## src/rtl/mul_float_share_arb.sv

```systemverilog
// Round-robin front end sharing one 2-stage mul_float_cal between PL_REQ_N requesters.
// Issued requester IDs are queued in a tag FIFO so each result handshake returns to its owner.
module mul_float_share_arb #(
    parameter int PL_REQ_N     = 4,
    parameter int PL_TAG_DEPTH = 4,
    parameter int PL_ID_W      = $clog2(PL_REQ_N)
) (
    input  logic                          iCLOCK,
    input  logic                          inRESET,
    input  logic                          iRESET_SYNC,
    input  logic [PL_REQ_N-1:0]           iREQ_VALID,
    output logic [PL_REQ_N-1:0]           oREQ_BUSY,
    input  logic [32*PL_REQ_N-1:0]        iREQ_DATA_A,
    input  logic [32*PL_REQ_N-1:0]        iREQ_DATA_B,
    output logic                          oMUL_REQ,
    input  logic                          iMUL_BUSY,
    output logic [31:0]                   oMUL_DATA_A,
    output logic [31:0]                   oMUL_DATA_B,
    input  logic                          iMUL_VALID,
    output logic                          oMUL_BUSY,
    output logic [PL_REQ_N-1:0]           oRESP_VALID,
    output logic [PL_ID_W-1:0]            oRESP_ID,
    input  logic [PL_REQ_N-1:0]           iRESP_BUSY,
    output logic [$clog2(PL_TAG_DEPTH):0] oINFLIGHT,
    output logic                          oERR_UNDERFLOW
);
    localparam int PTR_W = $clog2(PL_TAG_DEPTH);
    localparam int CNT_W = PTR_W + 1;
    localparam int unsigned REQ_N = PL_REQ_N;
    localparam logic [PL_ID_W-1:0] LAST_ID = PL_ID_W'(PL_REQ_N - 1);
    localparam logic [CNT_W-1:0]   DEPTH   = CNT_W'(PL_TAG_DEPTH);

    logic [PL_ID_W-1:0] b_last;
    logic [PL_ID_W-1:0] grant;
    logic [PL_ID_W-1:0] cand;
    logic               grant_valid;
    logic               issue;
    logic               full;
    logic               empty;
    logic               resp_live;
    logic               pop;
    logic [PL_ID_W-1:0] head;
    logic [PTR_W-1:0]   wr_ptr;
    logic [PTR_W-1:0]   rd_ptr;
    logic [CNT_W-1:0]   count;
    logic               err_underflow;
    logic [PL_ID_W-1:0] tag_mem [PL_TAG_DEPTH];

    // Search starts one past the last grant so every requester gets a turn.
    always_comb begin
        grant_valid = 1'b0;
        grant       = '0;
        cand        = '0;
        for (int unsigned k = 1; k <= REQ_N; k++) begin
            cand = PL_ID_W'((32'(b_last) + k) % REQ_N);
            if (!grant_valid && iREQ_VALID[cand]) begin
                grant_valid = 1'b1;
                grant       = cand;
            end
        end
    end

    assign full     = (count == DEPTH);
    assign empty    = (count == '0);
    assign oMUL_REQ = grant_valid && !full;
    assign issue    = oMUL_REQ && !iMUL_BUSY;

    always_comb begin
        oMUL_DATA_A = '0;
        oMUL_DATA_B = '0;
        oREQ_BUSY   = '1;
        for (int unsigned i = 0; i < REQ_N; i++) begin
            if (grant_valid && grant == PL_ID_W'(i)) begin
                oMUL_DATA_A = iREQ_DATA_A[i*32 +: 32];
                oMUL_DATA_B = iREQ_DATA_B[i*32 +: 32];
                oREQ_BUSY[i] = !issue;
            end
        end
    end

    assign head        = tag_mem[rd_ptr];
    assign resp_live   = iMUL_VALID && !empty;
    assign oMUL_BUSY   = resp_live && iRESP_BUSY[head];
    assign pop         = resp_live && !iRESP_BUSY[head];
    assign oRESP_VALID = resp_live ? (PL_REQ_N'(1) << head) : '0;
    assign oRESP_ID    = head;
    assign oINFLIGHT   = count;
    assign oERR_UNDERFLOW = err_underflow;

    always_ff @(posedge iCLOCK or negedge inRESET) begin
        if (!inRESET) begin
            wr_ptr        <= '0;
            rd_ptr        <= '0;
            count         <= '0;
            b_last        <= LAST_ID;
            err_underflow <= 1'b0;
        end else if (iRESET_SYNC) begin
            wr_ptr        <= '0;
            rd_ptr        <= '0;
            count         <= '0;
            b_last        <= LAST_ID;
            err_underflow <= 1'b0;
        end else begin
            if (issue) begin
                wr_ptr <= wr_ptr + PTR_W'(1);
                b_last <= grant;
            end
            if (pop) begin
                rd_ptr <= rd_ptr + PTR_W'(1);
            end
            if (issue && !pop) begin
                count <= count + CNT_W'(1);
            end else if (!issue && pop) begin
                count <= count - CNT_W'(1);
            end
            if (iMUL_VALID && empty) begin
                err_underflow <= 1'b1;
            end
        end
    end

    // Tag storage needs no reset: entries are only read behind a non-zero count.
    always_ff @(posedge iCLOCK) begin
        if (issue) begin
            tag_mem[wr_ptr] <= grant;
        end
    end

endmodule

```

## config.mk

```make
export PLATFORM = sky130hd
export DESIGN_NAME = mul_float_share_arb
export DESIGN_NICKNAME = d
export VERILOG_FILES = /design/src/rtl/mul_float_share_arb.sv
export SDC_FILE = /design/constraint.sdc
export NUM_CORES = 1
export LEC_CHECK = 0
export CORE_AREA = 5 5 133 135
export CTS_CLUSTER_SIZE = 12
export DETAILED_ROUTE_END_ITERATION = 16
export DIE_AREA = 0 0 138 140
export PLACE_DENSITY = 0.6
export SETUP_SLACK_MARGIN = 0.3
export SLEW_MARGIN = 20
export SYNTH_ARGS = -nofsm -noshare
export SYNTH_HDL_FRONTEND = slang
export SYNTH_SLANG_ARGS = --single-unit
```

## constraint.sdc

```tcl
create_clock -name iCLOCK -period 3.6 [get_ports iCLOCK]
set_input_delay 0.36 -clock iCLOCK [delete_from_list [all_inputs] [get_ports iCLOCK]]
set_output_delay 0.36 -clock iCLOCK [all_outputs]
set_load 0.1 [all_outputs]
```

==> flow_summary.toml, run 1 <==
[cts]
cts_tree = "done"
clock_latency_ps = 250
cts_buffers = 3
clock_tree.root_cell = "clkbuf_16"
cts-htree-levels = 1
postCtsSetupRepairBufs = 0
clock_tree.buffer_depth = 2
path_clk_slew_ps = 50
cts_sinks = 18

[layout]
layout-drive-gt1-share = 0.2195
diodes = 0
multi_input_area_um2 = 2344
fin_area_um2 = 7705
fin_nets = 1013
seqCellArea_um2 = 493.0
fin_util = 0.4713
syn_to_final_growth_pct = 168.4
fin_cells = 958
nFillCells = 1533

[global_routing]
grt_pass1_wl_um = 26780
antenna_found_initial = 0
grt_util_all_layers = 0.1705
gr-total-overflow = 0
grt_max_degree = 58
grt_pass1_vias = 4708

[sta]
fin_ws_ps = 506.7
fmax_ghz = 0.3233
fin_tns_setup_ps = 0
setup_violations = 0
hold_viol = 0
worstMarginPinSlew_ps = 976.6
fin_worst_skew_ps = 3.509
drv_slew = 0
fin_crit_sh = 0.8593
relSlewSlack = 0.3469
rsz0062_at_grt = "no"
holdWs_ps = 469.2
min_period_ps = 3093

[synthesis]
ys_top_cells_by_count = "nand2_1 (74), inv_1 (73), o221ai_1 (65)"
syn_inst = 417
synth_warnings = 0
synthesis.area_um2 = 2870
synth_fp_nets = 691
synth-edff-count = 8
synth.top_cell.area_share = 0.1983
synth_top_cell_by_area = "o221ai_1"
synthArstFlopShare = 0.5556
synth.most_common_cell = "nand2_1"
ys.flop_type = "edfxtp_1"
synth_cell_type_count = 43
synth_seq_cells = 18
netlist_top_cells_area = "o221ai_1 (20%), a22oi_1 (17%), nand2_1 (9.7%)"
yosysSeqAreaShare = 0.1718
avgSynthCellArea_um2 = 6.883

[setup_path]
critical_path_class = "register to register"
r2r_slack_ps = 510
worstPathRequired_ps = 3720
cp-end-kind = "register"
crit_fanout = 11
critPathArrivalTime_ps = 3210
cp-start-kind = "register"
critPathLaunch = "rd_ptr[0]$_DFFE_PN0P_"
regToRegStartpoint = "rd_ptr[0]$_DFFE_PN0P_"

[power]
p_comb_frac = 0.878
p_clk_frac = 0.049
finalPower_mw = 4.503
ir_worst_vdd_mv = 0.4371
p_leak_nw = 3.046
switching_share = 0.5959
internal-power_mw = 1.820
p_seq_frac = 0.073
switchingPower_mw = 2.684
powerDensity_nw_per_um2 = 584.5

[routing]
drt-wirelength-per-cell_um = 19.00
drc = 0
num_vias = 4512
initialDrtViolationCount = 176
wirelength_um = 18200
drtAntennaViolNets = 0
drt_first_pass_iters = 4
via_per_inst = 4.710

[place]
place_worst_setup_slack_ps = 410.9
dp.cells = 954
placed_cell_area_um2 = 7616
portBuffers = 348
place_hpwl_um = 15370
gp_congestion = 0.9537

[worst_hold_path]
hp-class = "input port to async pin"

[floorplan]
die-area_um2 = 19320
core_um2 = 16350
die_h_um = 140
std_cell_rows = 47
fp.dieW_um = 138
start_util = 0.1756
num_io_pins = 349

[outcome]
outcome = "finished, final reports clean"

[run]
drv_cap = 0
## power groups by stage
| stage | clock (mW) | sequential [mW] | combinational [mW] |
|---|---|---|---|
| 5_1_grt | 0.235 | 0.340 | 4.09 |
| 2_1_floorplan | 0 | 0.461 | 2.38 |
| 3_5_place_dp | 0 | 0.334 | 3.98 |
| 3_3_place_gp | 0 | 0.331 | 3.94 |
| 6_report | 0.219 | 0.330 | 3.95 |
| 4_1_cts | 0.226 | 0.330 | 3.98 |
## metal layers
layer	vias up	global-route usage	part of all wire
li1	2198	-	-
met1	2078	0.1923	0.37
met2	208	0.3194	0.54
met3	28	0.04431	0.075
met4	0	0.04212	0.024
met5	-	0	0
## cell usage in the layout (no fill, tap or decap), types with 3 or more instances in the layout
cell type        count
clkdlybuf4s50_1    274
nand2_1             74
inv_1               73
buf_12              69
a22oi_1             64
o221ai_2            59
buf_4               14
nor2_1              12
a21oi_1              9
dfrtp_1              8
edfxtp_1             8
o21ai_0              6
o221ai_1             6
nand2b_1             4
nor2_2               4
and2_1               4
ha_1                 4
a211o_1              3
a21o_1               3
nand3_1              3
clkbuf_16            3
## worst paths after layout
| kind | to | depth (start not counted) |
|---|---|---|
| max | oINFLIGHT[1]$_DFFE_PN0P_ | 8 |
| min | oINFLIGHT[2]$_DFFE_PN0P_ | 1 |
| max reg2reg | oINFLIGHT[1]$_DFFE_PN0P_ | 8 |
| min reg2reg | oERR_UNDERFLOW$_DFFE_PN0P_ | 2 |
| max in group asynchronous | b_last[0]$_DFFE_PN1P_ | 1 |
| min in group iCLOCK | oERR_UNDERFLOW$_DFFE_PN0P_ | 2 |
## layout make-up
cell class | count | area share
Tap cell | 220 | 0.03573
Inverter | 73 | 0.03556
Sequential cell | 18 | 0.06398
Timing Repair Buffer | 358 | 0.5503
Multi-Input combinational cell | 285 | 0.3042
Clock buffer | 3 | 0.009743
Clock inverter | 1 | 0.0004872
## worst max-delay path, stage by stage (launching register included)
cell	delay, ps
dfrtp_1	460
mux4_2	660
mux2_4	340
o22ai_2	150
buf_4	190
nor2_1	60
fa_1	470
or4_1	500
o311ai_0	120
## kinds of logic after synthesis
logic type      share of synthesized area
xor+xnor                          0.01395
flops                              0.1718
simple gates                       0.1687
compound gates                     0.4329
mux                               0.03313
buf+inv                            0.1552
fa+ha+maj                         0.02441
## state kept, by name, summed over array words and instances, names as in the netlist
| name | flops |
|---|---|
| wr_ptr | 2 |
| rd_ptr | 2 |
| tag_mem | 8 |
| oERR_UNDERFLOW | 1 |
| b_last | 2 |
| oINFLIGHT | 3 |
## what timing repair did
item / CTS / global route
resized for setup: 0 / 2
hold buffers: 0 / 0
setup endpoints to repair: 0 / 24
Note: power is estimated with default switching activity, not from simulation.
==> inputs of run 2 (changes only) <==
--- a/config.mk
+++ b/config.mk
@@ -11,6 +11,7 @@
 export DIE_AREA = 0 0 138 140
 export PLACE_DENSITY = 0.6
 export SETUP_SLACK_MARGIN = 0.3
+export SKIP_CTS_REPAIR_TIMING = 1
 export SLEW_MARGIN = 20
 export SYNTH_ARGS = -nofsm -noshare
 export SYNTH_HDL_FRONTEND = slang
==> results of run 2 <==
No change in the layout: final DEF, timing and power equal those of run 1.
